<file path="src/rtl/crc_two_pkg.sv">
// Shared constants, state encoding and the serial division step for the
// 7-bit (3 data + 4 CRC) codeword link, generator x^4+x^2+x+1.
package crc_two_pkg;

   localparam logic [4:0] GPE       = 5'b10111;
   localparam int         DATA_W    = 3;
   localparam int         CRC_W     = 4;
   localparam int         FRAME_LEN = DATA_W + CRC_W;

   typedef enum logic [1:0] {IDLE, DATA, CRC} state_t;

   // One bit of polynomial division. The x^n term of the generator is implicit.
   function automatic logic [CRC_W-1:0] crc_step(input logic [CRC_W-1:0] r,
                                                 input logic             b,
                                                 input logic [CRC_W-1:0] poly);
      logic fb;
      fb = r[CRC_W-1] ^ b;
      return {r[CRC_W-2:0], 1'b0} ^ (fb ? poly : '0);
   endfunction

endpackage

</file>
<file path="src/rtl/crc_serial_lfsr.sv">
// Serial CRC division register: one bit per enabled clock, optional clear
// so the first bit of a frame divides from a zero remainder.
module crc_serial_lfsr
   import crc_two_pkg::*;
#(
   parameter logic [CRC_W-1:0] POLY = GPE[CRC_W-1:0]
) (
   input  logic             clk,
   input  logic             reset,
   input  logic             clear,
   input  logic             enable,
   input  logic             data,
   output logic [CRC_W-1:0] r
);

   always_ff @(posedge clk) begin
      if (reset)
         r <= '0;
      else if (enable)
         r <= crc_step(clear ? '0 : r, data, POLY);
   end

endmodule

</file>
<file path="src/rtl/crc_check_two.sv">
// Receive-side CRC checker: recovers the data bits of each codeword, flags
// the frame good/bad and keeps a saturating bad-frame count.
module crc_check_two #(
   parameter logic [crc_two_pkg::CRC_W:0] GPE = crc_two_pkg::GPE,
   parameter int                          ERR_CNT_W = 8
) (
   input  logic                                i_clk,
   input  logic                                i_reset,
   input  logic                                i_data,
   input  logic                                i_valid,
   input  logic                                i_sof,
   output logic [crc_two_pkg::DATA_W-1:0]      o_data,
   output logic                                o_done,
   output logic                                o_crc_ok,
   output logic                                o_crc_err,
   output logic                                o_busy,
   output logic [ERR_CNT_W-1:0]                o_err_cnt
);
   import crc_two_pkg::*;

   localparam int                CNT_W    = $clog2(FRAME_LEN + 1);
   localparam logic [CNT_W-1:0]  DATA_END = CNT_W'(DATA_W);
   localparam logic [CNT_W-1:0]  LAST     = CNT_W'(FRAME_LEN);

   state_t              state, state_next;
   logic [CNT_W-1:0]    cnt, cnt_next, cnt_inc;
   logic [DATA_W-1:0]   sreg;
   logic [CRC_W-1:0]    rem;
   logic                lfsr_en, lfsr_clr, shift_en, frame_end, ok_next;

   crc_serial_lfsr #(.POLY(GPE[CRC_W-1:0])) u_lfsr (
      .clk    (i_clk),
      .reset  (i_reset),
      .clear  (lfsr_clr),
      .enable (lfsr_en),
      .data   (i_data),
      .r      (rem)
   );

   // A sof bit restarts the frame from any state, which also covers abort.
   always_comb begin
      state_next = state;
      cnt_next   = cnt;
      cnt_inc    = cnt + 1'b1;
      lfsr_en    = 1'b0;
      lfsr_clr   = 1'b0;
      shift_en   = 1'b0;
      frame_end  = 1'b0;
      if (i_valid) begin
         if (i_sof) begin
            state_next = DATA;
            cnt_next   = CNT_W'(1);
            lfsr_en    = 1'b1;
            lfsr_clr   = 1'b1;
            shift_en   = 1'b1;
         end else begin
            case (state)
               DATA: begin
                  lfsr_en  = 1'b1;
                  shift_en = 1'b1;
                  cnt_next = cnt_inc;
                  if (cnt_inc == DATA_END) state_next = CRC;
               end
               CRC: begin
                  lfsr_en  = 1'b1;
                  cnt_next = cnt_inc;
                  if (cnt_inc == LAST) begin
                     frame_end  = 1'b1;
                     state_next = IDLE;
                  end
               end
               default: ;
            endcase
         end
      end
   end

   // Verdict uses the remainder including the bit being sampled now.
   assign ok_next = (crc_step(rem, i_data, GPE[CRC_W-1:0]) == '0);

   always_ff @(posedge i_clk) begin
      if (i_reset)
         state <= IDLE;
      else
         state <= state_next;
   end

   always_ff @(posedge i_clk) begin
      if (i_reset) begin
         cnt       <= '0;
         sreg      <= '0;
         o_data    <= '0;
         o_done    <= 1'b0;
         o_crc_ok  <= 1'b0;
         o_crc_err <= 1'b0;
         o_busy    <= 1'b0;
         o_err_cnt <= '0;
      end else begin
         cnt    <= cnt_next;
         o_done <= frame_end;
         o_busy <= (state_next != IDLE);
         if (shift_en)
            sreg <= {sreg[DATA_W-2:0], i_data};
         if (frame_end) begin
            o_data    <= sreg;
            o_crc_ok  <= ok_next;
            o_crc_err <= !ok_next;
            if (!ok_next && (o_err_cnt != '1))
               o_err_cnt <= o_err_cnt + 1'b1;
         end
      end
   end

endmodule

</file>
<file path="config.mk">
export PLATFORM = sky130hd
export DESIGN_NAME = crc_check_two
export DESIGN_NICKNAME = d
export VERILOG_FILES = /design/src/rtl/crc_two_pkg.sv /design/src/rtl/crc_serial_lfsr.sv /design/src/rtl/crc_check_two.sv
export SDC_FILE = /design/constraint.sdc
export NUM_CORES = 1
export LEC_CHECK = 0
export CORE_AREA = 2 2 52 66
export DETAILED_ROUTE_END_ITERATION = 10
export DIE_AREA = 0 0 54 68
export GPL_TIMING_DRIVEN = 0
export PLACE_DENSITY = 0.65
export SYNTH_ARGS = -nofsm -noshare
export SYNTH_HDL_FRONTEND = slang
export SYNTH_SLANG_ARGS = --single-unit
</file>
<file path="constraint.sdc">
create_clock -name i_clk -period 2.64 [get_ports i_clk]
set_clock_uncertainty 0.1 [all_clocks]
set_input_delay 0.264 -clock i_clk [delete_from_list [all_inputs] [get_ports i_clk]]
set_output_delay 0.264 -clock i_clk [all_outputs]
set_load 0.02 [all_outputs]
</file>
==> results of run 1 <==
registers in the layout (all words and copies together), names as in the netlist:
name	flops
o_data	3
sreg	3
o_crc_err	1
u_lfsr.r	4
state	2
o_busy	1
o_err_cnt	8
o_crc_ok	1
o_done	1
cnt	3
tightest hold or removal path: stages:
cell and delay (ns):
clkbuf_2 0.16, mux2i_1 0.09, nor2_1 0.07
final cells by class:
| type | instances | area (um^2) |
|---|---|---|
| plain buffers | 8 | 40.0 |
| clock buffers | 3 | 41.3 |
| clock inverters | 1 | 7.51 |
| fillers | 296 | 1550 |
| inverters | 8 | 30.0 |
| multi-input cells | 110 | 686 |
| flip-flops and latches | 27 | 541 |
| well taps | 37 | 46.3 |
| repair buffers | 17 | 170 |
cell usage in the layout, fill, tap and decap left out, types with 5 or more instances in the layout:
cell type,netlist,routed
clkdlybuf4s50_1,0,17
ha_1,5,5
inv_1,8,8
nand4_1,6,6
nand2_1,14,14
dfxtp_1,27,27
xnor2_1,5,5
a21oi_1,14,14
o21ai_0,6,6
nor2_1,20,20
kinds of logic (layout without fill, tap and decap cells):
kind of cell | count (synthesis) | in the layout | synth area share (%)
AO/OA/AOI/OAI | 36 | 36 | 17.4
XOR/XNOR | 7 | 7 | 4.73
adder cells (fa/ha/maj) | 5 | 5 | 4.83
buffers and inverters | 16 | 37 | 5.40
flip-flops | 27 | 27 | 41.7
multiplexers | 5 | 5 | 3.96
AND/OR/NAND/NOR | 57 | 57 | 22.0
layer usage:
layer	vias to the layer above	GRT usage, %	routed length (um)
met5	-	0	0
met4	0	3.75	19
met3	2	3.28	63
met2	19	30.0	1370
met1	538	19.9	1240
li1	582	-	-
final timing paths:
check	slack, ns	to	depth (start not counted)	startpoint
setup / recovery	0.39	o_err_cnt[3]	6	cnt[1]
hold / removal	0.24	sreg[0]	3	i_data
setup reg to reg	0.39	o_err_cnt[3]	6	cnt[1]
hold reg to reg	0.36	o_data[2]	2	sreg[2]
through the flow:
stage	hold slack (ns)	worst slack, ns	std cells
2_1_floorplan	0.332	0.680	153
3_3_place_gp	0.344	0.360	207
3_5_place_dp	0.351	0.370	207
4_1_cts	0.239	0.364	211
5_1_grt	0.251	0.210	211
6_report	0.242	0.386	211
power by group:
part | total (W) | internal (W) | leakage (nW) | switching, W
registers | 0.000422 | 0.000417 | 0.219 | 0.00000542
logic | 0.0000691 | 0.0000269 | 0.324 | 0.0000422
clock network | 0.000234 | 0.000107 | 0.0217 | 0.000127
==> key figures, run 1 <==
Clock tree
  • TritonCTS clock tree: built
  • Post-CTS resize count: 0
  • H-tree levels: 1
  • Setup Buffers After CTS: 0
  • Sink Count: 27
  • # hold bufs at CTS: 0
  • Worst-path clk slew: 0.09 ns
  • Worst-skew pair later-pin latency: between 0.2 and 0.3 ns
  • Total CTS buffers: 3
  • Root buf cell: clkbuf_8
  • Clock buffer depth: 2

Synthesis
  • Synth warnings: 0
  • Seq cells post-synth: 27
  • Yosys cell types: 36
  • Most numerous cell in the Yosys netlist: dfxtp_1
  • Synth Flop Type: dfxtp_1
  • Synth area leaders: dfxtp_1 42%, nor2_1 5.8%, a21oi_1 5.4%
  • Post-synthesis cell count: 153
  • Avg Inst Size Synth: 8.47 um^2
  • Synth area leader: dfxtp_1
  • Ys async rst share: 0%
  • EDFF count, synth: 0
  • Mapped Nets: approximately 160
  • Post-synthesis sequential area ratio: roughly two fifths
  • Post-synthesis cell area: roughly 1300 um^2
  • Top post-synthesis cells by count: 27 x dfxtp_1, 20 x nor2_1, 14 x a21oi_1, 14 x nand2_1, 8 x inv_1
  • Share of the synthesized area in the top cell type: 41.7%

Critical path
  • Slowest stage cell, crit path: nor3b_2
  • CP bufs+invs: 0
  • CP peak stage delay: about 0.38 ns
  • CP Max Fanout: 7
  • CP Capture Type: flop
  • Worst EP required: approximately 2.7 ns
  • Crit-path cells: ha_1 -> xor2_1 -> nand4_1 -> nor3b_2 -> nand4_1 -> mux2_2
  • Startpoint type of the worst setup path: flop
  • Most used cell, CP: nand4_1
  • WP data arrival: ~2.3 ns
  • Crit path max-delay family: simple AND/OR/NAND/NOR gates
  • Worst setup path class: reg2reg

Layout
  • NumNets Final: approximately 190
  • Post-layout util: about half
  • Layout cells sized above 1: under 10%
  • ANT cells: 0
  • Design area: 1560 um^2
  • Area Growth Syn to Fin: 20.5%

Routing
  • Routed via count: about 1.1k
  • Wire length per cell: 12.7 um
  • Number of vias per cell: roughly 5.4
  • ANT nets after route: 0
  • First DRT Iteration DRCs: 35
  • DRC: 0
  • Wirelength, routed: 2690 um
  • TritonRoute pass-1 iters: 4

STA
  • RSZ-0062 raised after global routing: false
  • Final setup viols: 0
  • Slew Limit Fails: 0
  • Final hold vios: 0
  • Min cycle time layout: 2.25 ns
  • Final worst-path cycle share: around 85%
  • Fin Setup TNS: 0 ns
  • Worst Tran Pin Value: approximately 0.65 ns
  • Slew HR: between 50% and 60%
  • Fmax: about 0.44 GHz

Pwr
  • Leakage: around 0.56 nW
  • VDD IR max: 0.344 mV
  • Pwr Density: approximately 460 nW/um^2
  • Pwr Total: slightly above 0.0007 W

Floorplanning
  • Initial Util: approximately two fifths
  • Top Ports: 20
  • Rows: 23
  • Core ar.: approximately 3100 um^2
  • Die area: about 3700 um^2
  • Die height: around 68 um
  • Die width: roughly 54 um

Worst hold path
  • Hold crit path type: in2reg

Flow run
  • Maxcap violations: 0

Status
  • Outcome: finished clean

Global route
  • Total gr overflow: 0
  • Largest net degree at the start of global routing: 17
  • Vias in the first global route: around 1.0k
  • Initial antenna violation count: 0
  • First-pass GRT wire length: 4530 um
  • All-Layer GR Usage: between 10% and 20%

Place
  • Port bufs: 17
  • DPL Wire Length: 2020 um
  • Gpl congestion: between 0.7 and 0.8
  • Post-DP Area: roughly 1500 um^2
Power figures use the tool's default switching activity.
==> run 2, diff against run 1 <==
--- a/config.mk
+++ b/config.mk
@@ -9,6 +9,7 @@
 export DETAILED_ROUTE_END_ITERATION = 10
 export DIE_AREA = 0 0 54 68
 export GPL_TIMING_DRIVEN = 0
+export MAX_ROUTING_LAYER = met4
 export PLACE_DENSITY = 0.65
 export SYNTH_ARGS = -nofsm -noshare
 export SYNTH_HDL_FRONTEND = slang
==> run 2 against run 1 <==
Via count barely moved. Sequential cell count stayed put. Design area did not move. Global-route usage rose by 0.46 points. Setup slack got worse by 0.0019 ns. Register-to-register slack barely moved. Count of clock-buffer cells in the layout did not move. Sequential share of layout area did not move. Critical path type unchanged. Sequential power about the same.
==> key figures, run 2 (synthesis results as in run 1) <==
Status
  • Outcome: finished clean (unchanged)

STA
  • Final worst-path cycle share: 85.5% (was 85.4%)
  • Fmax: 0.443 GHz (was 0.444 GHz)
  • RSZ-0062 raised after global routing: false (unchanged)
  • Slew Limit Fails: 0 (unchanged)
  • Worst Tran Pin Value: 0.651 ns (unchanged)
  • Min cycle time layout: 2.26 ns (was 2.25 ns)
  • Fin Setup TNS: 0 ns (unchanged)
  • Slew HR: 56.1% (unchanged)
  • Final setup viols: 0 (unchanged)
  • Final WS setup: 0.384 ns (was 0.386 ns)
  • Final hold vios: 0 (unchanged)

Place
  • Placed cell count: 207 (unchanged)
  • Port bufs: 17 (unchanged)
  • Pre-CTS setup slack: 0.370 ns (unchanged)
  • DPL Wire Length: 2020 um (unchanged)
  • Gpl congestion: 0.787 (was 0.776)

Critical path
  • Worst setup path class: reg2reg (unchanged)
  • Startpoint type of the worst setup path: flop (unchanged)
  • Worst EP required: 2.70 ns (about the same)
  • CP Max Fanout: 7 (unchanged)
  • WP data arrival: 2.32 ns (about the same)
  • CP Capture Type: flop (unchanged)
  • Setup crit start: cnt[1] (unchanged)
  • Crit-path cells: ha_1 -> xor2_1 -> nand4_1 -> nor3b_2 -> nand4_1 -> mux2_2 (unchanged)
  • Most used cell, CP: nand4_1 (unchanged)
  • Slowest stage cell, crit path: nor3b_2 (unchanged)
  • FF-to-FF Start: cnt[1] (unchanged)
  • CP peak stage delay: 0.38 ns (about the same)

Clock tree
  • Clock buffer depth: 2 (unchanged)
  • TritonCTS clock tree: built (unchanged)
  • Setup Buffers After CTS: 0 (unchanged)
  • Post-CTS resize count: 0 (unchanged)
  • Worst-path clk slew: 0.09 ns (about the same)
  • Root buf cell: clkbuf_8 (unchanged)
  • # hold bufs at CTS: 0 (unchanged)
  • Sink Count: 27 (unchanged)
  • Total CTS buffers: 3 (unchanged)
  • H-tree levels: 1 (unchanged)
  • Worst-skew pair later-pin latency: 0.27 ns (about the same)

Layout
  • Max FFs per register: 8 (unchanged)
  • ANT cells: 0 (unchanged)
  • Multi-input gate area: 686 um^2 (unchanged)
  • Post-layout util: 50.2% (unchanged)
  • # fillers: 296 (unchanged)
  • Layout cells sized above 1: 5.75% (unchanged)
  • Most common cell after layout, fill and taps aside: dfxtp_1 (unchanged)
  • Largest register by flop count: o_err_cnt (unchanged)
  • Area Growth Syn to Fin: 20.5% (unchanged)
  • Final std cells w/o fill: 211 (unchanged)
  • NumNets Final: 185 (unchanged)
  • Most frequent cells in the layout: 27 x dfxtp_1, 20 x nor2_1, 17 x clkdlybuf4s50_1 (unchanged)
  • Sequential cell area: 541 um^2 (unchanged)
  • Top flop regs: o_err_cnt (8), u_lfsr.r (4) (unchanged)

Global route
  • Vias in the first global route: 1031 (was 1030)
  • Initial antenna violation count: 0 (unchanged)
  • Total gr overflow: 0 (unchanged)
  • All-Layer GR Usage: 17.1% (was 16.6%)
  • First-pass GRT wire length: 4530 um (unchanged)
  • Largest net degree at the start of global routing: 17 (unchanged)

Pwr
  • Pwr Density: 465 nW/um^2 (was 464 nW/um^2)
  • Leakage: 0.564 nW (unchanged)
  • Pwr Total: 0.000725 W (about the same)
  • VDD IR max: 0.345 mV (was 0.344 mV)

Routing
  • DRC: 0 (unchanged)
  • Wirelength, routed: 2690 um (about the same)
  • Number of vias per cell: 5.40 (was 5.41)
  • Routed via count: 1140 (was 1141)
  • Wire length per cell: 12.7 um (about the same)
  • First DRT Iteration DRCs: 31 (was 35)
  • ANT nets after route: 0 (unchanged)
  • TritonRoute pass-1 iters: 4 (unchanged)

Floorplanning
  • Die height: 68 um (unchanged)
  • Top Ports: 20 (unchanged)
  • Initial Util: 41.7% (unchanged)
  • Core ar.: 3110 um^2 (unchanged)
  • Die width: 54 um (unchanged)
  • Rows: 23 (unchanged)
  • Die area: 3670 um^2 (unchanged)

Worst hold path
  • Hold_sp: i_data (unchanged)
  • Hold crit path type: in2reg (unchanged)

Flow run
  • Maxcap violations: 0 (unchanged)
[run 2: cell counts in the layout (fill, tap and decap cells not counted)]
Identical to the previous run, type by type.
[run 2: final timing paths]
| path | endpoint | slack, ns | cells after the start |
|---|---|---|---|
| setup / recovery | o_err_cnt[3] | 0.38 | 6 |
| hold / removal | sreg[0] | 0.24 | 3 |
| setup reg to reg | o_err_cnt[3] | 0.38 | 6 |
| hold reg to reg | o_data[2] | 0.36 | 2 |
[run 2: report_power, final]
part / leakage, nW / switching (W) / total, W / internal (W)
Clock: 0.0217 / 0.000127 / 0.000234 / 0.000107
Combinational: 0.324 / 0.0000423 / 0.0000691 / 0.0000269
Sequential: 0.219 / 0.00000542 / 0.000422 / 0.000417
[run 2: critical path, delay by kind of cell, from the launching register on]
family | cells | cell delay (ns)
adders and majority gates | 1 | 0.25
and+or+nand+nor | 3 | 0.87
xor gates and xnor gates | 1 | 0.28
DFF | 1 | 0.37
muxes | 1 | 0.28
[run 2: routing by layer]
layer / part of all wire [%] / track usage, %
met3: 2.8 / 3.28
met2: 51 / 30.0
met5: 0 / -
met4: 0.52 / 3.75
met1: 46 / 19.9
[run 2: layout make-up]
cell class	instances	share of cell area, %
multi-input combinational	110	43.9
clock inverter	1	0.481
tap	37	2.96
timing repair buffer	17	10.9
buffer	8	2.56
sequential	27	34.6
inverter	8	1.92
clock buffer	3	2.64
[run 2: metrics by stage]
step                cell area, um^2  hold slack (ns)
detailed placement             1510            0.351
global route                   1560            0.251
CTS                            1560            0.239
finish                         1560            0.242
global placement               1510            0.344
floorplan                      1300            0.332
==> run 3, diff against run 2 <==
--- a/config.mk
+++ b/config.mk
@@ -5,12 +5,12 @@
 export SDC_FILE = /design/constraint.sdc
 export NUM_CORES = 1
 export LEC_CHECK = 0
-export CORE_AREA = 2 2 52 66
+export CORE_AREA = 2 2 57 59
 export DETAILED_ROUTE_END_ITERATION = 10
-export DIE_AREA = 0 0 54 68
+export DIE_AREA = 0 0 59 61
 export GPL_TIMING_DRIVEN = 0
 export MAX_ROUTING_LAYER = met4
-export PLACE_DENSITY = 0.65
+export PLACE_DENSITY = 0.67
 export SYNTH_ARGS = -nofsm -noshare
 export SYNTH_HDL_FRONTEND = slang
 export SYNTH_SLANG_ARGS = --single-unit
==> run 3 against run 2 <==
Hold slack worse by 0.036 ns. Maximum frequency fell by 0.54%. Final cell count is 1.9% lower. Sequential share of layout area up 0.62 points. Non-clock buffer count is the same. First-iteration DRC count rose by 58%. Count of clock-buffer cells in the layout grew 1. Clock power is 26% lower. Via count down 0.26%. Total power fell by 8.2%. Critical path type unchanged.
==> key figures, run 3 (synthesis results as in run 1) <==
Critical path
  • CP peak stage delay: 0.38 ns (about the same)
  • Most used cell, CP: nand4_1 (unchanged)
  • Worst EP required: 2.76 ns (was 2.70 ns)
  • CP Max Fanout: 7 (unchanged)
  • Startpoint type of the worst setup path: flop (unchanged)
  • Slowest stage cell, crit path: dfxtp_1 (was nor3b_2)
  • CP Capture Type: flop (unchanged)
  • Worst setup path class: reg2reg (unchanged)
  • Crit-path cells: ha_1 -> xor2_1 -> nand4_1 -> nor3b_2 -> nand4_1 -> mux2_2 (unchanged)
  • WP data arrival: 2.39 ns (was 2.32 ns)

Global route
  • Total gr overflow: 0 (unchanged)
  • All-Layer GR Usage: 18.3% (was 17.1%)
  • Vias in the first global route: 1109 (was 1031)
  • First-pass GRT wire length: 4890 um (was 4530 um)
  • Largest net degree at the start of global routing: 15 (was 17)
  • Initial antenna violation count: 0 (unchanged)

Pwr
  • Leakage: 0.558 nW (was 0.564 nW)
  • Pwr Density: 434 nW/um^2 (was 465 nW/um^2)
  • VDD IR max: 0.226 mV (was 0.345 mV)

Floorplanning
  • Die area: 3600 um^2 (was 3670 um^2)
  • Die height: 61 um (was 68 um)
  • Die width: 59 um (was 54 um)
  • Core ar.: 2950 um^2 (was 3110 um^2)
  • Rows: 20 (was 23)
  • Initial Util: 43.9% (was 41.7%)
  • Top Ports: 20 (unchanged)

Clock tree
  • Worst-skew pair later-pin latency: 0.31 ns (was 0.27 ns)
  • H-tree levels: 1 (unchanged)
  • TritonCTS clock tree: built (unchanged)
  • # hold bufs at CTS: 0 (unchanged)
  • Root buf cell: clkbuf_4 (was clkbuf_8)
  • Clock buffer depth: 2 (unchanged)
  • Worst-path clk slew: 0.14 ns (was 0.09 ns)
  • Setup Buffers After CTS: 0 (unchanged)
  • Post-CTS resize count: 0 (unchanged)
  • Sink Count: 27 (unchanged)
  • Total CTS buffers: 3 (unchanged)

Worst hold path
  • Hold crit path type: in2reg (unchanged)

STA
  • Final hold vios: 0 (unchanged)
  • Slew HR: 57.1% (was 56.1%)
  • Final worst-path cycle share: 85.9% (was 85.5%)
  • Worst Tran Pin Value: 0.636 ns (was 0.651 ns)
  • Slew Limit Fails: 0 (unchanged)
  • Min cycle time layout: 2.27 ns (was 2.26 ns)
  • Final setup viols: 0 (unchanged)
  • Fin Setup TNS: 0 ns (unchanged)
  • Fmax: 0.441 GHz (was 0.443 GHz)
  • RSZ-0062 raised after global routing: false (unchanged)

Layout
  • # fillers: 291 (was 296)
  • Most common cell after layout, fill and taps aside: dfxtp_1 (unchanged)
  • Most frequent cells in the layout: 27 x dfxtp_1, 20 x nor2_1, 17 x clkdlybuf4s50_1 (unchanged)
  • Layout cells sized above 1: 5.17% (was 5.75%)
  • Final std cells w/o fill: 207 (was 211)
  • ANT cells: 0 (unchanged)
  • Max FFs per register: 8 (unchanged)
  • Top flop regs: o_err_cnt (8), u_lfsr.r (4) (unchanged)
  • NumNets Final: 185 (unchanged)
  • Area Growth Syn to Fin: 18.3% (was 20.5%)
  • Largest register by flop count: o_err_cnt (unchanged)

Place
  • Port bufs: 17 (unchanged)
  • Placed cell count: 203 (was 207)
  • DPL Wire Length: 2040 um (was 2020 um)
  • Gpl congestion: 0.806 (was 0.787)

Routing
  • Routed via count: 1137 (was 1140)
  • Wirelength, routed: 2730 um (was 2690 um)
  • ANT nets after route: 0 (unchanged)
  • TritonRoute pass-1 iters: 4 (unchanged)
  • DRC: 0 (unchanged)
  • Number of vias per cell: 5.49 (was 5.40)
  • First DRT Iteration DRCs: 49 (was 31)
  • Wire length per cell: 13.2 um (was 12.7 um)

Status
  • Outcome: finished clean (unchanged)

Flow run
  • Maxcap violations: 0 (unchanged)
-- run 3: power breakdown --
| part | total (W) | switching [W] | leakage [nW] | internal [W] |
|---|---|---|---|---|
| sequential | 0.000423 | 0.00000607 | 0.219 | 0.000417 |
| combinational | 0.0000701 | 0.0000431 | 0.324 | 0.0000269 |
| clock | 0.000172 | 0.000113 | 0.0150 | 0.0000590 |
-- run 3: critical path, delay by kind of cell (launching register included) --
kind          cells  cell delay (ns)
flops             1             0.38
simple gates      3             0.87
fa+ha+maj         1             0.25
xor+xnor          1             0.27
mux               1             0.29
-- run 3: routing by layer --
metal / share of wire, % / track usage, %
met5: 0 / -
met4: 0.95 / 8.12
met2: 47 / 28.9
met3: 2.7 / 2.56
met1: 50 / 23.4
-- run 3: layout make-up --
class,instances,area [um^2],share of cell area [%]
multi-input cells,110,686,44.7
flip-flops and latches,27,541,35.2
repair buffers,17,170,11.1
well taps,33,41.3,2.69
plain buffers,8,40.0,2.61
inverters,8,30.0,1.96
clock buffers,4,26.3,1.71
-- run 3: worst paths after layout --
path | from | endpoint | slack (ns) | depth (start not counted)
max | cnt[0] | o_err_cnt[3] | 0.37 | 6
min | i_data | sreg[0] | 0.21 | 3
max reg2reg | cnt[0] | o_err_cnt[3] | 0.37 | 6
min reg2reg | o_data[0] | o_data[0] | 0.36 | 2
-- run 3: metrics by stage --
| step | total power, W | hold WS, ns | area, um^2 | utilization, % | setup slack (ns) |
|---|---|---|---|---|---|
| after global placement | 0.000500 | 0.343 | 1510 | 51.1 | 0.400 |
| after floorplan | 0.000482 | 0.332 | 1300 | - | 0.680 |
| after detailed placement | 0.000501 | 0.348 | 1510 | 51.1 | 0.336 |
| final | 0.000666 | 0.206 | 1530 | 51.9 | 0.372 |
| after CTS | 0.000676 | 0.192 | 1530 | 51.9 | 0.360 |
| after global routing | 0.000708 | 0.231 | 1530 | 51.9 | 0.194 |
